**config.mk**
```make
export PLATFORM = sky130hd
export DESIGN_NAME = adam_jtag_pause_tap
export DESIGN_NICKNAME = d
export VERILOG_FILES = /design/src/rtl/adam_jtag_pause_tap.sv
export SDC_FILE = /design/constraint.sdc
export NUM_CORES = 1
export LEC_CHECK = 0
export CORE_ASPECT_RATIO = 0.5
export CORE_MARGIN = 4
export CORE_UTILIZATION = 56
export DETAILED_ROUTE_END_ITERATION = 10
export MAX_ROUTING_LAYER = met4
export PLACE_DENSITY_LB_ADDON = 0.12
export SLEW_MARGIN = 5
export SYNTH_ARGS = -nofsm -noshare
export SYNTH_HDL_FRONTEND = slang
export SYNTH_SLANG_ARGS = --single-unit
```
**constraint.sdc**
```tcl
create_clock -name clk -period 1.6 [get_ports clk]
set_input_delay 0.32 -clock clk [delete_from_list [all_inputs] [get_ports clk]]
set_output_delay 0.32 -clock clk [all_outputs]
set_load 0.05 [all_outputs]
```
**src/rtl/adam_jtag_pause_tap.sv**
```systemverilog
// JTAG TAP, oversampled in the ADAM_SEQ clock, giving a probe run/stop
// control of one domain through its ADAM_PAUSE handshake.
module adam_jtag_pause_tap #(
  parameter logic [31:0] IDCODE         = 32'h1ADA_0001,
  parameter int          SYNC_STAGES    = 2,
  parameter logic        PAUSE_ON_RESET = 1'b0
) (
  input  logic clk,
  input  logic rst_n,
  input  logic jtag_trst_n,
  input  logic jtag_tck,
  input  logic jtag_tms,
  input  logic jtag_tdi,
  output logic jtag_tdo,
  output logic pause_req,
  input  logic pause_ack,
  output logic paused
);

  typedef enum logic [3:0] {
    TLR, RTI,
    SEL_DR, CAP_DR, SH_DR, EX1_DR, PA_DR, EX2_DR, UPD_DR,
    SEL_IR, CAP_IR, SH_IR, EX1_IR, PA_IR, EX2_IR, UPD_IR
  } tap_t;

  localparam logic [3:0] IR_IDCODE = 4'h1;
  localparam logic [3:0] IR_PAUSE  = 4'h8;

  logic [SYNC_STAGES-1:0] tck_sync;
  logic [SYNC_STAGES-1:0] tms_sync;
  logic [SYNC_STAGES-1:0] tdi_sync;
  logic [SYNC_STAGES-1:0] trst_sync;
  logic                   tck_q;

  always_ff @(posedge clk) begin
    if (!rst_n) begin
      tck_sync  <= '0;
      tms_sync  <= '1;
      tdi_sync  <= '0;
      trst_sync <= '0;
      tck_q     <= 1'b0;
    end else begin
      tck_sync  <= (tck_sync << 1) | SYNC_STAGES'(jtag_tck);
      tms_sync  <= (tms_sync << 1) | SYNC_STAGES'(jtag_tms);
      tdi_sync  <= (tdi_sync << 1) | SYNC_STAGES'(jtag_tdi);
      trst_sync <= (trst_sync << 1) | SYNC_STAGES'(jtag_trst_n);
      tck_q     <= tck_sync[SYNC_STAGES-1];
    end
  end

  logic tck_s, tms_s, tdi_s, trst_s;
  logic tck_rise, tck_fall;

  assign tck_s    = tck_sync[SYNC_STAGES-1];
  assign tms_s    = tms_sync[SYNC_STAGES-1];
  assign tdi_s    = tdi_sync[SYNC_STAGES-1];
  assign trst_s   = trst_sync[SYNC_STAGES-1];
  assign tck_rise = tck_s & ~tck_q;
  assign tck_fall = ~tck_s & tck_q;

  function automatic tap_t tap_next(input tap_t s, input logic tms);
    case (s)
      TLR:     tap_next = tms ? TLR    : RTI;
      RTI:     tap_next = tms ? SEL_DR : RTI;
      SEL_DR:  tap_next = tms ? SEL_IR : CAP_DR;
      CAP_DR:  tap_next = tms ? EX1_DR : SH_DR;
      SH_DR:   tap_next = tms ? EX1_DR : SH_DR;
      EX1_DR:  tap_next = tms ? UPD_DR : PA_DR;
      PA_DR:   tap_next = tms ? EX2_DR : PA_DR;
      EX2_DR:  tap_next = tms ? UPD_DR : SH_DR;
      UPD_DR:  tap_next = tms ? SEL_DR : RTI;
      SEL_IR:  tap_next = tms ? TLR    : CAP_IR;
      CAP_IR:  tap_next = tms ? EX1_IR : SH_IR;
      SH_IR:   tap_next = tms ? EX1_IR : SH_IR;
      EX1_IR:  tap_next = tms ? UPD_IR : PA_IR;
      PA_IR:   tap_next = tms ? EX2_IR : PA_IR;
      EX2_IR:  tap_next = tms ? UPD_IR : SH_IR;
      UPD_IR:  tap_next = tms ? SEL_DR : RTI;
      default: tap_next = TLR;
    endcase
  endfunction

  tap_t        state;
  tap_t        nxt;
  logic [3:0]  ir;
  logic [3:0]  ir_sr;
  logic [31:0] id_sr;
  logic        byp_sr;
  logic [1:0]  ps_sr;
  logic        pending;
  logic        sel_id, sel_pause;
  logic        dr_lsb;

  assign nxt = tap_next(state, tms_s);

  always_comb begin
    sel_id    = 1'b0;
    sel_pause = 1'b0;
    dr_lsb    = byp_sr;
    unique case (1'b1)
      (ir == IR_IDCODE): begin
        sel_id = 1'b1;
        dr_lsb = id_sr[0];
      end
      (ir == IR_PAUSE): begin
        sel_pause = 1'b1;
        dr_lsb    = ps_sr[0];
      end
      default: ;
    endcase
  end

  always_ff @(posedge clk) begin
    if (!rst_n) begin
      state     <= TLR;
      ir        <= IR_IDCODE;
      ir_sr     <= '0;
      id_sr     <= '0;
      byp_sr    <= 1'b0;
      ps_sr     <= '0;
      jtag_tdo  <= 1'b0;
      pending   <= PAUSE_ON_RESET;
      pause_req <= PAUSE_ON_RESET;
    end else begin
      // request only moves while the handshake is idle
      if (pause_req == pause_ack && pending != pause_req)
        pause_req <= pending;
      if (!trst_s) begin
        state <= TLR;
        ir    <= IR_IDCODE;
      end else if (tck_rise) begin
        state <= nxt;
        case (state)
          TLR:    ir    <= IR_IDCODE;
          CAP_IR: ir_sr <= 4'b0101;
          SH_IR:  ir_sr <= {tdi_s, ir_sr[3:1]};
          CAP_DR: begin
            if (sel_id)    id_sr  <= IDCODE;
            if (sel_pause) ps_sr  <= {pause_ack, pause_req};
            if (!sel_id && !sel_pause) byp_sr <= 1'b0;
          end
          SH_DR: begin
            if (sel_id)    id_sr  <= {tdi_s, id_sr[31:1]};
            if (sel_pause) ps_sr  <= {tdi_s, ps_sr[1]};
            if (!sel_id && !sel_pause) byp_sr <= tdi_s;
          end
          default: ;
        endcase
        if (nxt == UPD_IR) ir <= ir_sr;
        if (nxt == UPD_DR && sel_pause) pending <= ps_sr[0];
      end
      if (tck_fall) begin
        jtag_tdo <= (state == SH_IR) ? ir_sr[0] :
                    (state == SH_DR) ? dr_lsb : 1'b0;
      end
    end
  end

  assign paused = pause_req & pause_ack;

endmodule

```
==> out/qor.txt <==
die area = 5604 um2
largest net degree at the start of global routing = 32
Pwr Total = 0.002935 W
final hold vios = 0
Final nets = 288
area leader, netlist = dfxtp_1
Horiz. Die Dim = 101.9 um
P&R area growth vs syn = 21.42%
DR pass1 iterations = 5
Distinct cells, synth = 44
Top FF cell, synth = dfxtp_1
Detail Route Antenna Nets = 0
Worst Hold Slack = 421.8 ps
Synth area leaders = dfxtp_1 48%, a22oi_1 6.7%, nor2_1 4.6%
CTS Buf Count = 9
Yosys reg bits = 59
critical path peak fanout = 9
CTS tree = yes
Final min period = 1523 ps
WHS Path Cells = 1
number of port buffers = 9
Detail Placement HPWL = 3.530 mm
status = completed
Initial Utilization = 60.81%
Avg WL per Cell = 15.55 um
Design Area, Final = 3000 um2
Syn Nets = 262
relative slew slack = 70.85%
RSZ-0062 raised after global routing = false
share of cells above drive strength 1 = 23.86%
clock sinks = 59
Worst Skew = 6.528 ps
maximum vdd drop = 0.6594 mV
Pleak = 1.131 nW
utilization after layout = 73.83%
num rows = 16
# Max-Cap Violations = 0
crit path DAT = 1750 ps
Synth Warn # = 0
critical path launch point type = flip-flop
total track usage = 22.76%
Worst Path Required = 1830 ps
CP Class = flip-flop to flip-flop
DRT iter0 DRCs = 123
Synth async-reset ratio = 0%
H-Tree Depth = 3
share of the synthesized area in the top cell type = 47.80%
clk_lat worst skew = 340 ps
vias in the first global route = 1,950
die extent in y = 54.97 um
Post-synth EDFFs = 0
synthesized area = 2471 um2
global-route wire length before repair = 9.052 mm
Placeable Area = 4064 um2
CTS max path bufs = 2
CTS root buf = clkbuf_8
max-slew violations = 0
Hold Path Class = flip-flop to flip-flop
Remaining Overflow, GRT = 0
Worst-path clk slew = 60 ps
initial antenna violation count = 0
vias = 2,038
ant diodes = 0
gpl congestion = 0.8508
DRC viols = 0
power per cell area = 978.1 nW/um2
CP Capture Type = flip-flop
# IOs = 10
worst r2r path cells = 5
setup TNS = 0 ps
Worst-Margin Slew = 435.2 ps
Avg Synthesized Cell Area = 9.729 um2
drt total wl = 5.270 mm
Cells after Synth = 254
period utilization = 95.21%
Final setup viols = 0
fmax = 0.6564 GHz
Seq/Total Area, Yosys = 47.80%
hold bufs inserted after CTS = 0
vias per cell = 6.012
Post-DP Area = 2741 um2
## registers in the layout (all words and copies together) (netlist names)
name and cells:
byp_sr 1, id_sr 32, ir 4, ir_sr 4, jtag_tdo 1, pause_req 1
pending 1, ps_sr 2, state 4, tck_q 1, tck_sync 2, tdi_sync 2
tms_sync 2, trst_sync 2
## Yosys cell counts, types with 4 or more instances
master    count
nand2_1       5
o221a_2       9
nor2_1       30
clkbuf_1      9
dfxtp_1      59
inv_1         8
a21oi_1      12
buf_2         4
mux2i_1       5
nor3b_1       4
nand2b_1      6
buf_4         5
a22o_1        4
nor2b_1       6
and2_1       10
nand3_1       7
o21ai_0       7
a22oi_1      22
## critical path, cell delays in order (launching register included)
cell     delay [ps]
dfxtp_4         370
buf_4           160
nor4b_4         300
buf_4           180
nand2_2         120
o221a_2         270
## metrics by stage
| stage | setup slack (ps) | cells |
|---|---|---|
| finish | 76.56 | 339 |
| global route | 3.008 | 339 |
| global placement | -24.34 | 321 |
| CTS | 7.415 | 338 |
| floorplan | 84.59 | 254 |
| detailed placement | -70.40 | 321 |
## timing repair
item | in CTS | in global routing
setup endpoints to repair | 32 | 42
resized for setup | 4 | 9
pin swaps | 1 | 2
setup buffers | 1 | 1
## layout make-up
type / instances / area [um2]
clock buffer: 13 / 158.9
clock inverter: 3 / 46.29
fill: 307 / 1064
inverter: 8 / 30.03
multi-input combinational: 166 / 1167
sequential: 59 / 1187
tap: 54 / 67.56
timing repair buffer: 36 / 342.8
## where the power goes
group / switching (W) / internal (W)
registers: 0.00000783 / 0.00148
clock network: 0.000561 / 0.000807
logic: 0.0000418 / 0.0000383
total: 0.000611 / 0.00232
## worst paths after layout
path	from	to	slack, ps
hold reg to reg	tms_sync[0]	tms_sync[1]	420
setup / recovery	state[1]	id_sr[28]	80
hold / removal	tms_sync[0]	tms_sync[1]	420
setup reg to reg	state[1]	id_sr[28]	80
## per-layer routing
layer | wire [um] | track usage, %
met1 | 2399 | 25.81
met2 | 2465 | 35.28
met3 | 240 | 8.010
met4 | 165 | 14.60
met5 | 0 | -
## cells by family (layout without fill, tap and decap cells)
kind of cell / count (synthesis) / after routing / share of synthesized area, %
AO/OA/AOI/OAI: 74 / 74 / 22.89
adder cells (fa/ha/maj): 1 / 1 / 0.5062
buffers and inverters: 29 / 60 / 5.975
flip-flops: 59 / 59 / 47.80
multiplexers: 5 / 5 / 2.025
AND/OR/NAND/NOR: 86 / 86 / 20.81
## layout by cell type, fill, tap and decap left out, types with 7 or more instances in the layout
| cell | synthesis | layout |
|---|---|---|
| a21oi_1 | 12 | 12 |
| a22oi_1 | 22 | 22 |
| and2_1 | 10 | 9 |
| buf_4 | 5 | 24 |
| clkbuf_8 | 0 | 11 |
| dfxtp_1 | 59 | 56 |
| inv_1 | 8 | 8 |
| nand3_1 | 7 | 7 |
| nor2_1 | 30 | 30 |
| o21ai_0 | 7 | 7 |
| o221a_2 | 9 | 9 |
Note: power is estimated with default switching activity, not from simulation.
